[src/rtl/word_serializer_pkg.sv]
// Shared types and defaults for the word serializer and its downstream
// sequence-detector test environment.
package word_serializer_pkg;

    typedef enum logic {
        IDLE,
        SHIFT
    } ser_state_t;

    localparam int unsigned DEFAULT_WIDTH = 8;

endpackage

[src/rtl/word_serializer.sv]
// Parallel-in, serial-out bit streamer with a valid/ready load port.
// Back-to-back words stream with no idle cycle between them.
module word_serializer
    import word_serializer_pkg::*;
#(
    parameter int unsigned WIDTH     = DEFAULT_WIDTH,
    parameter bit          MSB_FIRST = 1'b1
) (
    input  logic             clk,
    input  logic             reset,
    input  logic [WIDTH-1:0] data_in,
    input  logic             load_valid,
    output logic             load_ready,
    output logic             out,
    output logic             out_valid,
    output logic             word_done
);

    localparam int unsigned   CW   = $clog2(WIDTH);
    localparam logic [CW-1:0] LAST = CW'(WIDTH - 1);

    ser_state_t       state, state_next;
    logic [WIDTH-1:0] sr, sr_next;
    logic [CW-1:0]    cnt, cnt_next;
    logic             accept;
    logic             last_bit;

    always_ff @(posedge clk or posedge reset) begin
        if (reset) begin
            state <= IDLE;
            sr    <= '0;
            cnt   <= '0;
        end else begin
            state <= state_next;
            sr    <= sr_next;
            cnt   <= cnt_next;
        end
    end

    always_comb begin
        state_next = state;
        sr_next    = sr;
        cnt_next   = cnt;
        case (state)
            IDLE: begin
                if (accept) begin
                    state_next = SHIFT;
                    sr_next    = data_in;
                    cnt_next   = '0;
                end
            end
            SHIFT: begin
                if (!last_bit) begin
                    // Move the next bit toward whichever end drives out.
                    sr_next  = MSB_FIRST ? {sr[WIDTH-2:0], 1'b0} : {1'b0, sr[WIDTH-1:1]};
                    cnt_next = cnt + CW'(1);
                end else if (accept) begin
                    sr_next  = data_in;
                    cnt_next = '0;
                end else begin
                    state_next = IDLE;
                end
            end
            default: state_next = IDLE;
        endcase
    end

    always_comb begin
        last_bit   = (cnt == LAST);
        load_ready = (state == IDLE) || last_bit;
        accept     = load_valid && load_ready;
        out_valid  = (state == SHIFT);
        word_done  = (state == SHIFT) && last_bit;
        out        = 1'b0;
        if (state == SHIFT) begin
            out = MSB_FIRST ? sr[WIDTH-1] : sr[0];
        end
    end

endmodule

[config.mk]
export PLATFORM = sky130hd
export DESIGN_NAME = word_serializer
export DESIGN_NICKNAME = d
export VERILOG_FILES = /design/src/rtl/word_serializer_pkg.sv /design/src/rtl/word_serializer.sv
export SDC_FILE = /design/constraint.sdc
export NUM_CORES = 1
export LEC_CHECK = 0
export ABC_AREA = 0
export ABC_CLOCK_PERIOD_IN_PS = 1850
export BUFFER_PORTS_ARGS = -buffer_cell sky130_fd_sc_hd__buf_2
export CAP_MARGIN = 20
export CORE_AREA = 4 4 41 43
export DETAILED_ROUTE_END_ITERATION = 16
export DIE_AREA = 0 0 45 47
export PLACE_DENSITY = 0.7
export SLEW_MARGIN = 20
export SYNTH_ARGS = -nofsm -noshare
export SYNTH_HDL_FRONTEND = slang
export SYNTH_SLANG_ARGS = --single-unit
[constraint.sdc]
create_clock -name clk -period 1.85 [get_ports clk]
set_input_delay 0.2775 -clock clk [delete_from_list [all_inputs] [get_ports clk]]
set_output_delay 0.2775 -clock clk [all_outputs]
set_load 0.03 [all_outputs]
==> flow_results.org, run 1 <==
** Floorplanning
- The floorplan step set the die width to 45 um.
- The initial utilization of the core area, before any placement, comes to 0.491.
- The die is between 40 and 50 um tall.
- In this run the standard cell core region covers roughly 0.0013 mm2.
- Die area :: between 0.002 and 0.0025 mm2
- During I/O placement, the number of pins put on the boundary was 15.
- In this run the core area contains 13 standard-cell rows.

** Place
- Detailed placement ended at an HPWL of between 700 and 800 um.
- The placed instances occupy a cell area of slightly above 700 um2.
- At the end of routability-driven placement, the weighted congestion stood at roughly 0.67.
- In this run the tool buffered the top-level ports with 14 buffer cells.

** Clock network
- Sink count of the clock tree :: 12
- TritonCTS built the clock tree.
- The tree is rooted in a clkbuf_4.
- Insertion delay of the later-clocked pin in the worst-skew pair :: 0.27 ns
- Clock transition time at the flip-flop clock pins of the worst setup and hold paths :: 0.07 ns
- Buffers inserted during clock tree synthesis total 3.
- CTS H-Tree Depth :: 1
- Number of buffers on the longest clock path :: 2

** Cells and area
- The net count of the finished layout is between 70 and 80.
- At the end of the flow the core is filled with cells to 0.588.
- In the final layout, the share of cells above drive strength 1 is 0.607.
- 0 antenna diodes ended up in the layout.
- After routing the design area is between 700 and 800 um2.
- Syn-to-layout area delta :: 19.8%

** Pwr
- Largest voltage drop on the vdd net :: ~0.87 mV
- The design draws around 1.1 mW.
- Leakage power :: between 0.3 and 0.4 nW
- Cell area power density :: 1500 mW/mm2

** Hold path
- Worst hold path endpoint :: sr[0]$_DFF_PP0_
- Worst hold path depth :: 3
- Hold path startpoint :: data_in[0]
- Min-delay worst type :: in2reg

** Worst setup path
- Launch point of the critical path :: cnt[0]$_DFF_PP0_
- In this run the critical register-to-register path is launched from cnt[0]$_DFF_PP0_.
- Most prevalent standard cell on the critical path :: ha_1
- Worst EP arrival :: between 1 and 1.5 ns
- Setup slack of the most critical reg-to-reg path :: about 0.21 ns
- STA classifies the critical path endpoint as an output port.
- Cell-by-cell listing of the critical path :: ha_1, ha_1, nand2b_2, buf_2
- For the worst flop-to-flop path, the logic depth is 5.
- The slowest stage of the critical path belongs to the cell dfrtp_1.
- Worst EP required :: approximately 1.6 ns
- In this run the critical register-to-register path is captured at sr[6]$_DFF_PP0_.
- Largest stage delay on the critical path :: about 0.4 ns
- STA classifies the critical path startpoint as a register.
- Largest fanout on the critical path :: 6
- Worst setup path class :: reg2out

** Yosys
- Gate count of the mapped netlist :: 43
- For this run, the number of Yosys warnings is 0.
- Library cell with the highest instance count after synthesis :: dfrtp_1
- Of the post-synthesis cell area, the dominant cell type holds 0.470.
- The synthesized design spends more area on one cell type than any other, namely dfrtp_1.
- Flip-flop cell with the highest count after synthesis :: dfrtp_1
- Syn Nets :: 56
- Synthesis-stage register bit count :: 12
- List of most frequent post-synthesis cells :: dfrtp_1 (12), mux2_4 (10), mux2_2 (7)
- For this run, asynchronously set or reset flops after synthesis account for 1.00.
- In the post-synthesis netlist, the biggest area contributors are dfrtp_1 (47%), mux2_4 (23%), mux2_2 (12%).
- Synthesized area per cell :: between 10 and 15 um2
- In this run the cell area of the synthesized design comes to 639 um2.
- In this run, distinct cell masters in the synthesized netlist total 11.
- Seq/Total Area, Yosys :: 0.470
- Count of flip-flops with a built-in enable after synthesis :: 0

** Global routing
- Antenna violations before repair :: 0
- For this run the aggregate overflow at the end of global routing stands at 0.
- The number of global-route vias before repair came to around 390.
- The first global-routing pass estimated 1.65 mm of wire.
- For this run, the total global-route usage over all layers was measured as 0.110.
- Pin count of the biggest net entering global routing :: 13

** Drt
- Via count :: 371
- DRC violation count after routing :: 0
- Total detailed-routing wirelength :: roughly 970 um
- Remaining antenna violation count :: 0
- The pre-antenna-repair detailed-routing pass consisted of 4 iterations.
- After detailed routing, the number of vias per cell comes to about 5.
- Number of violations reported at the end of detailed-routing iteration 0 :: 5
- In the final routed layout, each cell accounts on average for around 13 um.

** Timing
- Between clock sinks in the finished design, the worst skew comes to 0.00263 ns.
- RSZ-0062 raised after global routing :: false
- Measured against its own limit, the worst slew margin works out to 0.713.
- Final-layout setup total negative slack :: 0 ns
- Of the available clock period, the critical path in the final layout requires 0.957.
- The hold violation total from the final report came to 0.
- Based on the critical path, the design can be clocked at up to approximately 560 MHz.
- The worst path needs about 1.8 ns of the cycle, external delays included.
- Setup violations remaining at the end of the flow were counted as 0.
- Final count of pins violating max slew :: 0
- For the pin with the worst max-slew slack, the measured transition is 0.430 ns.

** Status
- The flow ran to the end, and the final reports show no timing, DRC or antenna violations.

** Run
- Reported max-cap violation count :: 0
cell families after synthesis:
kind of cell               after synthesis  share of synthesized area
muxes                                   18                      0.374
DFF                                     12                      0.470
and+or+nand+nor                          8                     0.0822
buffers and inverters                    3                     0.0352
adders and majority gates                2                     0.0391
cells in the final DEF, fill, tap and decap left out:
master          n
and2_1          3
inv_1           1
mux2i_1         1
nand2b_1        2
and2b_1         2
buf_2          14
nand2b_2        1
clkbuf_8        1
dlygate4sd3_1   1
dfrtp_1        12
clkbuf_4        3
mux2_2          7
mux2_4         10
buf_4           1
ha_1            2
power by group:
group,switching [mW],internal (mW)
clock,0.0864,0.120
combinational,0.224,0.296
sequential,0.0541,0.369
total,0.365,0.785
metal layers:
| metal | global-route usage | vias to the layer above | part of all wire |
|---|---|---|---|
| li1 | - | 185 | - |
| met1 | 0.144 | 171 | 0.50 |
| met2 | 0.164 | 13 | 0.41 |
| met3 | 0.0230 | 2 | 0.076 |
| met4 | 0.0702 | 0 | 0.018 |
| met5 | 0 | - | 0 |
how the worst max path moves through the flow:
stage	end	slack, ns
2_1_floorplan	sr[1]$_DFF_PP0_	0.27
3_3_place_gp	sr[6]$_DFF_PP0_	0.22
3_5_place_dp	sr[3]$_DFF_PP0_	0.18
4_1_cts	load_ready	0.02
5_1_grt	load_ready	0.005
6_report	load_ready	0.08
sequential cells by signal (all words and copies together), names as in the netlist:
register,flops
sr,8
cnt,3
out_valid,1
critical path, delay by kind of cell (launching register included):
| family | cells | cell delay, ns |
|---|---|---|
| buffers and inverters | 1 | 0.21 |
| adder cells (fa/ha/maj) | 2 | 0.38 |
| flip-flops | 1 | 0.40 |
| AND/OR/NAND/NOR | 1 | 0.24 |
cell type report:
cell class / instances / area (um2)
Tap cell: 15 / 18.8
Sequential cell: 12 / 300
Multi-Input combinational cell: 28 / 319
Timing Repair Buffer: 16 / 87.6
Fill cell: 108 / 536
Clock buffer: 4 / 36.3
Inverter: 1 / 3.75
through the flow:
| stage | hold WS (ns) | std cells | setup WS (ns) |
|---|---|---|---|
| 6_report | 0.346 | 76 | 0.0792 |
| 4_1_cts | 0.342 | 76 | 0.0233 |
| 3_3_place_gp | 0.307 | 71 | 0.222 |
| 5_1_grt | 0.356 | 76 | 0.00521 |
| 2_1_floorplan | 0.142 | 43 | 0.274 |
| 3_5_place_dp | 0.298 | 71 | 0.181 |
repair_timing:
action	CTS	global route
setup buffers	0	0
hold endpoints to repair	5	0
gates resized for setup	0	1
hold buffers	1	0
endpoints found under the setup margin	0	1
Note: power is estimated with default switching activity, not from simulation.
==> inputs of run 2 (changes only) <==
--- a/config.mk
+++ b/config.mk
@@ -9,11 +9,12 @@
 export ABC_CLOCK_PERIOD_IN_PS = 1850
 export BUFFER_PORTS_ARGS = -buffer_cell sky130_fd_sc_hd__buf_2
 export CAP_MARGIN = 20
-export CORE_AREA = 4 4 41 43
+export CELL_PAD_IN_SITES_DETAIL_PLACEMENT = 1
+export CELL_PAD_IN_SITES_GLOBAL_PLACEMENT = 1
+export CORE_MARGIN = 4
+export CORE_UTILIZATION = 40
 export DETAILED_ROUTE_END_ITERATION = 16
-export DIE_AREA = 0 0 45 47
-export PLACE_DENSITY = 0.7
-export SLEW_MARGIN = 20
+export PLACE_DENSITY = 0.72
 export SYNTH_ARGS = -nofsm -noshare
 export SYNTH_HDL_FRONTEND = slang
 export SYNTH_SLANG_ARGS = --single-unit
==> flow_results.org, run 2 (synthesis results as in run 1) <==
** Timing
- Final setup margin :: 0.0996 ns (+0.0203 ns)
- The period utilization came to 0.946 (-0.0110).
- The count of final setup violators came to 0 (unchanged).
- Headroom to the max-slew limit :: 0.702 (-0.0111)
- Actual transition at the worst max-transition pin :: 0.447 ns (+0.0167 ns)
- RSZ-0062 raised after global routing :: false
- The count of pins over their slew limit is 0 (unchanged).
- Count of endpoints failing hold in the final timing report :: 0 (unchanged)
- Final-layout setup total negative slack :: 0 ns (unchanged)
- The minimum period implied by the final worst setup slack is 1.75 ns (-0.0203 ns).
- Skew final :: 0.00451 ns (+0.00188 ns)
- Hold_ws :: 0.00807 ns (-0.338 ns)
- The timing-limited maximum frequency came to 571 MHz (+1.2%).

** Clock network
- Cell at the root of the clock tree :: clkbuf_4
- The worst-skew pair later-pin latency was 0.26 ns (about the same).
- The number of clock sinks was 12 (unchanged).
- The total number of H-tree levels came to 1 (unchanged).
- The maximum buffer depth of the clock tree was 2 (unchanged).
- CTS tree :: built
- The total CTS buffers came to 3 (unchanged).
- The clock slew at the register clock pins of the worst setup and hold paths is 0.07 ns (about the same).

** Place
- DP HPWL :: 905 um (+29%)
- The placement-stage cell area is 726 um2 (+1.2%).
- The pre-CTS worst setup slack is 0.279 ns (+0.0980 ns).
- The number of buffers added on ports is 14 (unchanged).
- Final weighted congestion in routability-driven placement :: 0.650 (-2.6%)
- The count of placed standard cells including taps was 73 (+2.8%).

** Pwr
- Combinational cell fraction of total power :: 0.505 (+0.052)
- Net switching power figure :: 0.382 mW (+4.7%)
- Cell area power density :: 1520 mW/mm2 (+1.3%)
- The static leakage power is 0.398 nW (about the same).
- The internal power was 0.792 mW (+0.90%).
- Relative contribution of sequential cells to total power :: 0.368 (about the same)
- Switching part of the total power :: 0.325 (+0.00804)
- Part of the total power dissipated in the clock network :: 0.128 (-0.051)
- Largest voltage drop on the vdd net :: 0.624 mV (-29%)
- The overall power consumption came to 1.17 mW (+2.1%).

** Global routing
- The number of global-route vias before repair is 407 (+3.8%).
- Antenna violations before repair :: 0 (unchanged)
- Gr usage total :: 0.119 (+0.00995)
- The largest net degree at the start of global routing was 13 (unchanged).
- First-pass GRT wire length :: 1.80 mm (+9.2%)
- Overflow after GRT :: 0 (unchanged)

** Floorplanning
- The initial standard-cell utilization of the core is 0.424 (-0.0669).
- The number of placement rows came to 14 (+1).
- The overall die height was 48.0 um (+2.1%).
- Placeable Area :: 0.00151 mm2 (+16%)
- The die width is 48.0 um (+6.6%).
- Die area :: 0.00230 mm2 (+8.8%)
- The count of pins on the block boundary was 15 (unchanged).

** Worst setup path
- The slack of the worst reg-to-reg path was 0.36 ns (+0.15 ns).
- The critical path starts at cnt[0]$_DFF_PP0_.
- The endpoint identified for the worst register-to-register timing path is sr[6]$_DFF_PP0_.
- STA classifies the critical path endpoint as an output port.
- Critical Path Source Type :: register
- Worst EP required :: 1.57 ns (about the same)
- Worst EP arrival :: 1.47 ns (-0.02 ns)
- Worst reg2reg startpoint :: cnt[0]$_DFF_PP0_
- Number of cell instances on the worst register-to-register path :: 5 (unchanged)
- Worst setup path class :: reg2out
- The worst-path maximum fanout was 8 (+2).

** Drt
- The number of antenna-violating nets in the routed design came to 0 (unchanged).
- The via count is 389 (+4.9%).
- The detailed-router iteration count before antenna repair came to 2 (-2).
- The final routed wire length divided by cell count was 14.5 um (+14%).
- Total detailed-routing wirelength :: 1.11 mm (+15%)
- Routed vias/inst :: 5.05 (+3.5%)
- The number of remaining DRC errors came to 0 (unchanged).
- Number of violations reported at the end of detailed-routing iteration 0 :: 1 (-4)

** Cells and area
- Final design instance area without fill :: 772 um2 (+0.82%)
- Net total in the final layout :: 76 (+1.3%)
- The share of final-layout standard cells stronger than drive strength 1 is 0.639 (+0.0328).
- Most common cell after layout, fill and taps aside :: buf_2
- The flip-flop count of the largest register after layout is 8 (unchanged).
- Number of diodes :: 0 (unchanged)
- The final cell utilization of the core was 0.512 (-0.0760).
- The register with the most flip-flops in the final layout is sr.
- Syn-to-layout area delta :: 20.7%
- Post-layout instance count excluding filler cells :: 77 (+1.3%)
- In the layout the commonest cells are buf_2 (13), dfrtp_1 (12), mux2_4 (10).

** Status
- Run status :: finished clean

** Hold path
- The worst hold path belongs to the class in2async.

** Run
- The count of max-cap constraint violations is 0 (unchanged).
run 2: changes by cell type in the layout (fill, tap and decap cells not counted):
cell           previous run  this run
buf_2                    14        13
buf_4                     1         3
buf_6                     0         1
clkbuf_8                  1         0
dlygate4sd3_1             1         0
ha_1                      2         1
ha_2                      0         1
nand2b_2                  1         0
nand2b_4                  0         1
run 2: worst max-delay path by stage:
stage	endpoint	slack [ns]	cells after the start
after global placement	load_ready	0.33	5
after detailed placement	load_ready	0.28	5
final	load_ready	0.1	5
after CTS	load_ready	0.003	5
after global routing	load_ready	0.03	5
after floorplan	sr[1]$_DFF_PP0_	0.27	5
run 2: timing repair:
item | in CTS | in global routing
hold buffers | 0 | 0
pin swaps | 0 | 0
buffers inserted | 1 | 0
hold endpoints to repair | 0 | 0
setup endpoints to repair | 1 | 1
gates resized for setup | 1 | 3
run 2: final cells by class:
| class | count | area (um2) |
|---|---|---|
| Clock buffer | 3 | 22.5 |
| Fill cell | 166 | 734 |
| Inverter | 1 | 3.75 |
| Multi-Input combinational cell | 28 | 327 |
| Sequential cell | 12 | 300 |
| Tap cell | 16 | 20.0 |
| Timing Repair Buffer | 17 | 98.8 |
run 2: layer usage:
metal	global-route usage	vias up	wire [um]
li1	-	186	-
met1	0.145	190	479
met2	0.206	13	564
met3	0.0338	0	70
met4	0.0323	0	0
met5	0	-	0
run 2: worst max-delay path, stage by stage (launching register included):
cell,delay [ns]
dfrtp_1,0.39
ha_1,0.20
ha_2,0.17
nand2b_4,0.14
buf_6,0.14
buf_4,0.16
run 2: power groups by stage:
stage / Sequential [mW] / Combinational, mW / Clock [mW]
after floorplan: 0.427 / 0.423 / 0
after global placement: 0.429 / 0.539 / 0
after detailed placement: 0.437 / 0.559 / 0
after CTS: 0.431 / 0.584 / 0.158
after global routing: 0.447 / 0.647 / 0.173
final: 0.432 / 0.592 / 0.150
